$ cat config.mk
export PLATFORM = sky130hd
export DESIGN_NAME = instruction_ram_loader
export DESIGN_NICKNAME = d
export VERILOG_FILES = /design/src/rtl/instruction_ram_loader_pkg.sv /design/src/rtl/instruction_ram_loader_word_assembler.sv /design/src/rtl/instruction_ram_loader.sv
export SDC_FILE = /design/constraint.sdc
export NUM_CORES = 1
export LEC_CHECK = 0
export BUFFER_PORTS_ARGS = -buffer_cell sky130_fd_sc_hd__buf_4
export CORE_MARGIN = 2
export CORE_UTILIZATION = 31
export DETAILED_ROUTE_END_ITERATION = 8
export PLACE_DENSITY = 0.48
export SETUP_SLACK_MARGIN = 0.05
export SLEW_MARGIN = 10
export SYNTH_ARGS = -nofsm -noshare
export SYNTH_HDL_FRONTEND = slang
export SYNTH_SLANG_ARGS = --single-unit
$ cat constraint.sdc
create_clock -name i_clk -period 3.5 [get_ports i_clk]
set_input_delay 0.875 -clock i_clk [delete_from_list [all_inputs] [get_ports i_clk]]
set_output_delay 0.875 -clock i_clk [all_outputs]
set_load 0.02 [all_outputs]
$ cat src/rtl/instruction_ram_loader_pkg.sv
// Shared types and constants for the instruction RAM boot loader.
// The INSTR_LOADER_VERIFY_EN build adds a read-back verify pass after the load.
package instruction_ram_loader_pkg;

    localparam int RAM_DEPTH      = 8192;
    localparam int BYTES_PER_WORD = 4;
    localparam int BCNT_W         = $clog2(BYTES_PER_WORD);

    typedef enum logic [2:0] {
        S_IDLE       = 3'd0,
        S_LOAD       = 3'd1,
        S_WRITE      = 3'd2,
        S_VERIFY_RD  = 3'd3,
        S_VERIFY_CMP = 3'd4,
        S_DONE       = 3'd5,
        S_ERROR      = 3'd6
    } loader_state_t;

endpackage

$ cat src/rtl/instruction_ram_loader_word_assembler.sv
// Packs the little-endian byte stream into 32-bit words; o_word_valid marks
// the cycle the 4th byte is accepted, with o_word already holding that byte.
module loader_word_assembler
    import instruction_ram_loader_pkg::*;
(
    input  logic        i_clk,
    input  logic        i_reset_n,
    input  logic        i_clear,
    input  logic        i_byte_valid,
    input  logic [7:0]  i_byte,
    output logic [31:0] o_word,
    output logic        o_word_valid
);

    logic [BCNT_W-1:0] r_cnt;
    logic [31:0]       r_shift;

    always_ff @(posedge i_clk or negedge i_reset_n) begin
        if (!i_reset_n) begin
            r_cnt   <= '0;
            r_shift <= '0;
        end else if (i_clear) begin
            r_cnt   <= '0;
            r_shift <= '0;
        end else if (i_byte_valid) begin
            r_cnt   <= r_cnt + 1'b1;
            r_shift <= {i_byte, r_shift[31:8]};
        end
    end

    // Earlier bytes shift down, so byte 0 lands in [7:0] once the word completes.
    assign o_word       = {i_byte, r_shift[31:8]};
    assign o_word_valid = i_byte_valid && (r_cnt == BCNT_W'(BYTES_PER_WORD - 1));

endmodule

$ cat src/rtl/instruction_ram_loader.sv
// Boot-time loader: streams bytes into the instruction RAM s2 port, holding the CPU in reset.
// Define INSTR_LOADER_VERIFY_EN to read back and sum-check the image before releasing the CPU.
module instruction_ram_loader
    import instruction_ram_loader_pkg::*;
#(
    parameter int ADDR_WIDTH = 13,
    parameter int DEPTH      = RAM_DEPTH,
    parameter int LEN_WIDTH  = 14
) (
    input  logic                  i_clk,
    input  logic                  i_reset_n,
    input  logic                  i_start,
    input  logic                  i_abort,
    input  logic [LEN_WIDTH-1:0]  i_length_words,
    input  logic                  i_s_valid,
    input  logic [7:0]            i_s_data,
    output logic                  o_s_ready,
    output logic [ADDR_WIDTH-1:0] o_ram_address,
    output logic                  o_ram_chipselect,
    output logic                  o_ram_write,
    output logic [3:0]            o_ram_byteenable,
    output logic [31:0]           o_ram_writedata,
    output logic                  o_ram_debugaccess,
    input  logic [31:0]           i_ram_readdata,
    output logic                  o_cpu_reset_req,
    output logic                  o_busy,
    output logic                  o_done,
    output logic                  o_error,
    output logic [31:0]           o_checksum
);

    localparam logic [LEN_WIDTH-1:0] LEN_MAX = LEN_WIDTH'(DEPTH);

    loader_state_t         r_state;
    logic                  r_s_ready;
    logic [ADDR_WIDTH-1:0] r_addr;
    logic [ADDR_WIDTH-1:0] r_last_addr;
    logic                  r_cs;
    logic                  r_we;
    logic [3:0]            r_be;
    logic [31:0]           r_wd;
    logic                  r_dbg;
    logic                  r_cpu_rst;
    logic                  r_busy;
    logic                  r_done;
    logic                  r_error;
    logic [31:0]           r_checksum;

    logic                  w_fire;
    logic [31:0]           w_word;
    logic                  w_word_valid;

`ifdef INSTR_LOADER_VERIFY_EN
    logic [31:0]           r_rd_sum;
`else
    logic                  w_unused_rd;
    assign w_unused_rd = ^i_ram_readdata;
`endif

    // A simultaneous abort wins over the byte, so the byte is not consumed.
    assign w_fire = r_s_ready && i_s_valid && !i_abort;

    loader_word_assembler u_asm (
        .i_clk        (i_clk),
        .i_reset_n    (i_reset_n),
        .i_clear      (!r_busy),
        .i_byte_valid (w_fire),
        .i_byte       (i_s_data),
        .o_word       (w_word),
        .o_word_valid (w_word_valid)
    );

    always_ff @(posedge i_clk or negedge i_reset_n) begin
        if (!i_reset_n) begin
            r_state     <= S_IDLE;
            r_s_ready   <= 1'b0;
            r_addr      <= '0;
            r_last_addr <= '0;
            r_cs        <= 1'b0;
            r_we        <= 1'b0;
            r_be        <= 4'h0;
            r_wd        <= '0;
            r_dbg       <= 1'b0;
            r_cpu_rst   <= 1'b1;
            r_busy      <= 1'b0;
            r_done      <= 1'b0;
            r_error     <= 1'b0;
            r_checksum  <= '0;
`ifdef INSTR_LOADER_VERIFY_EN
            r_rd_sum    <= '0;
`endif
        end else begin
            r_cs  <= 1'b0;
            r_we  <= 1'b0;
            r_dbg <= 1'b0;
            r_be  <= 4'h0;
            if (i_abort && r_busy) begin
                r_state   <= S_ERROR;
                r_s_ready <= 1'b0;
                r_busy    <= 1'b0;
                r_error   <= 1'b1;
                r_cpu_rst <= 1'b1;
            end else begin
                case (r_state)
                    S_IDLE, S_DONE, S_ERROR: begin
                        if (i_start) begin
                            r_done    <= 1'b0;
                            r_error   <= 1'b0;
                            r_cpu_rst <= 1'b1;
                            if (i_length_words == '0) begin
                                r_state   <= S_DONE;
                                r_done    <= 1'b1;
                                r_cpu_rst <= 1'b0;
                            end else if (i_length_words > LEN_MAX) begin
                                r_state <= S_ERROR;
                                r_error <= 1'b1;
                            end else begin
                                r_state     <= S_LOAD;
                                r_s_ready   <= 1'b1;
                                r_busy      <= 1'b1;
                                r_checksum  <= '0;
                                r_addr      <= '0;
                                r_last_addr <= ADDR_WIDTH'(i_length_words - 1'b1);
                            end
                        end
                    end
                    S_LOAD: begin
                        if (w_word_valid) begin
                            r_state   <= S_WRITE;
                            r_s_ready <= 1'b0;
                            r_cs      <= 1'b1;
                            r_we      <= 1'b1;
                            r_dbg     <= 1'b1;
                            r_be      <= 4'hF;
                            r_wd      <= w_word;
                        end
                    end
                    S_WRITE: begin
                        r_checksum <= r_checksum + r_wd;
                        if (r_addr == r_last_addr) begin
                            r_addr <= '0;
`ifdef INSTR_LOADER_VERIFY_EN
                            r_state  <= S_VERIFY_RD;
                            r_cs     <= 1'b1;
                            r_rd_sum <= '0;
`else
                            r_state   <= S_DONE;
                            r_done    <= 1'b1;
                            r_cpu_rst <= 1'b0;
                            r_busy    <= 1'b0;
`endif
                        end else begin
                            r_addr    <= r_addr + 1'b1;
                            r_state   <= S_LOAD;
                            r_s_ready <= 1'b1;
                        end
                    end
`ifdef INSTR_LOADER_VERIFY_EN
                    S_VERIFY_RD: begin
                        r_state <= S_VERIFY_CMP;
                    end
                    // Read data for the address presented in VERIFY_RD arrives here.
                    S_VERIFY_CMP: begin
                        r_rd_sum <= r_rd_sum + i_ram_readdata;
                        if (r_addr == r_last_addr) begin
                            r_busy <= 1'b0;
                            r_addr <= '0;
                            if (r_rd_sum + i_ram_readdata == r_checksum) begin
                                r_state   <= S_DONE;
                                r_done    <= 1'b1;
                                r_cpu_rst <= 1'b0;
                            end else begin
                                r_state <= S_ERROR;
                                r_error <= 1'b1;
                            end
                        end else begin
                            r_addr  <= r_addr + 1'b1;
                            r_state <= S_VERIFY_RD;
                            r_cs    <= 1'b1;
                        end
                    end
`endif
                    default: begin
                        r_state   <= S_IDLE;
                        r_s_ready <= 1'b0;
                        r_busy    <= 1'b0;
                        r_cpu_rst <= 1'b1;
                    end
                endcase
            end
        end
    end

    assign o_s_ready         = r_s_ready;
    assign o_ram_address     = r_addr;
    assign o_ram_chipselect  = r_cs;
    assign o_ram_write       = r_we;
    assign o_ram_byteenable  = r_be;
    assign o_ram_writedata   = r_wd;
    assign o_ram_debugaccess = r_dbg;
    assign o_cpu_reset_req   = r_cpu_rst;
    assign o_busy            = r_busy;
    assign o_done            = r_done;
    assign o_error           = r_error;
    assign o_checksum        = r_checksum;

endmodule
==> summary.md <==
| Metric | Value |
|---|---|
| Status | finished clean |
| Tmin final | 3120 ps |
| Switching Share | 33.0% |
| Area Overhead vs Synth | 25.4% |
| GPL Wtd Cong | 0.820 |
| IO Count | 148 |
| CP arrival | 3430 ps |
| Relative slew slack | 48.4% |
| Worst Setup EP | o_checksum[30] |
| Syn avg cell area | 8.81 µm² |
| Clock Latency Late Sink | 420 ps |
| Ys Warns | 0 |
| Layout cells sized above 1 | 19.1% |
| Post-CTS Setup Bufs | 0 |
| First-pass GRT wire length | 32.9 mm |
| Clk pwr share | 39.6% |
| Die X | 158 µm |
| Hold buffers post-CTS | 0 |
| HP Class | reg -> reg |
| Sw Pwr | 1640 µW |
| Most used cell, CP | o2111ai_1 |
| Mapped Area | 7310 µm² |
| Area contributors post-synth | dfrtp_1, nand2_1, ha_1, xnor2_1, a21oi_1 |
| WHS | 471 ps |
| Synthesized instance count | 830 |
| Sequential Power Share | 35.0% |
| Final HPWL DP | 14.9 mm |
| FF-to-FF setup slack | 380 ps |
| Seq cells post-synth | 125 |
| Final antenna-violating net count | 0 |
| # DRC | 0 |
| Share of the synthesized area in the top cell type | 42.4% |
| Crit path max-delay family | compound AO/OA/AOI/OAI gates |
| Worst setup EP type | flop |
| Final non-filler cell total | 1271 |
| Final Cycle Share | 89.1% |
| Root Buffer | clkbuf_16 |
| Max H-tree Level | 4 |
| Critical-path cell list | ha_1 > inv_1 > fa_1 > nor2b_1 > o2111ai_1 > a21oi_1 > o2111ai_1 > a21oi_1 > o2111ai_1 > a21o_1 > a32o_1 |
| Max Fclk | 0.321 GHz |
| CTS Buf Count | 17 |
| CP peak stage delay | 390 ps |
| Post-synth top flop | dfrtp_1 |
| Worst reg2reg startpoint | o_ram_writedata[0] |
| Core area | 23300 µm² |
| Net Count, Synth | 925 |
| Die Ht | 158 µm |
| Int Pwr | 3340 µW |
| Routed len/inst | 15.8 µm |
| Clk slew on worst S/H paths | 60 ps |
| Fin. max-slew vios | 0 |
| Fin nets | 1034 |
| CP startpoint kind | flop |
| Worst-Margin Slew | 774 ps |
| Max-cap viol count | 0 |
| Crit-path slowest cell | dfrtp_1 |
| Register area share after synthesis | 42.8% |
| Clock Skew | 9.46 ps |
| CTS tree | built |
| Power Dens Cells | 543 nW/µm² |
| Via count | 6227 |
| Area leader, netlist | dfrtp_1 |
| Vias per cell | 4.90 |
| Port Buffer Count | 115 |
| Worst Setup SP | o_ram_writedata[0] |
| Cells resized by post-CTS repair | 0 |
| Post-synth EDFFs | 0 |
| Final hold vios | 0 |
| LEAKAGE | 0.00441 µW |
| Combinational Power Share | 25.4% |
| R2R Path End | o_checksum[30] |
| DIE AREA | 24800 µm² |
| # setup viols final | 0 |
| Cell depth of the worst setup path | 11 |
| Worst R2R Path Depth | 11 |
| Placed Instances | 1239 |
| Commonest cells in the synthesized netlist | nand2_1, dfrtp_1, nor2_1, a21oi_1, ha_1 |
| Setup CP Type | reg -> reg |
| Sink Count | 125 |
| DRT Pass-1 Iters | 6 |
| Async S/R FF share, synth | 100% |
| Worst EP required | 3810 ps |
| Setup TNS | 0 ps |
| Global route total overflow | 0 |
| Critical-path maximum fanout | 3 |
| Peak supply drop | 0.260 mV |
| Synth unique cells | 72 |
| Initial antenna violation count | 0 |
| GRT Total Usage | 16.9% |
| CTS Buffer Depth | 2 |
| Starting DRT DRC Count | 315 |
| Antenna fix cells | 0 |
| Most common cell in the netlist | nand2_1 |
| Num rows | 56 |
| Drt total wl | 20.1 mm |
| Number of global-route vias before repair | 6003 |
| Initial Utilization | 31.3% |
| CP bufs+invs | 1 |
| Unrepaired setup endpoints after global routing | no |
| Largest net degree at the start of global routing | 59 |
## power by group through the flow
stage	logic (µW)	clock network [µW]	registers [µW]
5_1_grt	1430	2090	1770
3_3_place_gp	1270	0	1770
2_1_floorplan	833	0	1760
6_report	1270	1970	1740
4_1_cts	1290	2020	1740
3_5_place_dp	1280	0	1770
## worst min path at each step
stage | endpoint | start | slack (ps) | cells after the start
after global placement | o_ram_writedata[5] | u_asm.r_shift[13] | 450 | 2
after global routing | o_ram_writedata[4] | u_asm.r_shift[12] | 500 | 2
after detailed placement | o_ram_writedata[5] | u_asm.r_shift[13] | 460 | 2
after floorplan | o_ram_writedata[0] | u_asm.r_shift[8] | 440 | 2
final | o_ram_writedata[4] | u_asm.r_shift[12] | 470 | 2
after CTS | o_ram_writedata[5] | u_asm.r_shift[13] | 470 | 2
## cells in the final DEF, fill, tap and decap left out, types with 10 or more instances in the layout
| master | n |
|---|---|
| nand2_1 | 200 |
| buf_4 | 137 |
| dfrtp_1 | 124 |
| nor2_1 | 49 |
| a21oi_1 | 47 |
| ha_1 | 35 |
| xnor2_1 | 32 |
| o21ai_0 | 29 |
| a21boi_0 | 26 |
| inv_1 | 22 |
| xor2_1 | 20 |
| o31ai_1 | 19 |
| clkbuf_16 | 17 |
| a21o_1 | 16 |
| nand4_1 | 15 |
| nand3_1 | 13 |
| a22o_1 | 13 |
| and3_1 | 10 |
## flip-flops by register name, summed over array words and instances (netlist names)
register / count
r_state: 3
u_asm.r_shift: 24
o_ram_writedata: 32
r_last_addr: 13
o_cpu_reset_req: 1
o_done: 1
o_checksum: 32
o_ram_byteenable: 1
o_ram_address: 13
o_busy: 1
o_s_ready: 1
u_asm.r_cnt: 2
o_error: 1
## cell families after synthesis
kind of cell | count (synthesis) | synth area share (%)
AO/OA/AOI/OAI | 211 | 20.0
flip-flops | 125 | 42.8
adder cells (fa/ha/maj) | 37 | 6.40
AND/OR/NAND/NOR | 332 | 19.8
XOR/XNOR | 53 | 6.45
multiplexers | 2 | 0.291
buffers and inverters | 70 | 4.24
## cell type report
class	instances	area, µm²
clock inverter	14	216
timing repair buffer	137	1030
inverter	23	86.3
sequential	125	3130
multi-input combinational	635	3880
tap	319	399
fill	2475	14200
clock buffer	18	439
## tightest hold or removal path: cells and delay by family (launching register included)
kind             cells  cell delay, ps
DFF                  1             340
and+or+nand+nor      2             100
## per-layer routing
layer	track usage [%]	share of wire, %
met1	23.3	49
met2	26.9	46
met3	3.28	3.5
met4	4.63	1.1
met5	0	0
## metrics by stage
step / total power [µW] / area [µm²] / util (%) / setup WS, ps
2_1_floorplan: 2590 / 7310 / - / 692
3_3_place_gp: 3040 / 8520 / 36.5 / 274
3_5_place_dp: 3050 / 8520 / 36.5 / 269
4_1_cts: 5060 / 9180 / 39.3 / 357
5_1_grt: 5280 / 9180 / 39.3 / 95.7
6_report: 4980 / 9180 / 39.3 / 382
No activity file was read; power rests on OpenSTA's default activity.
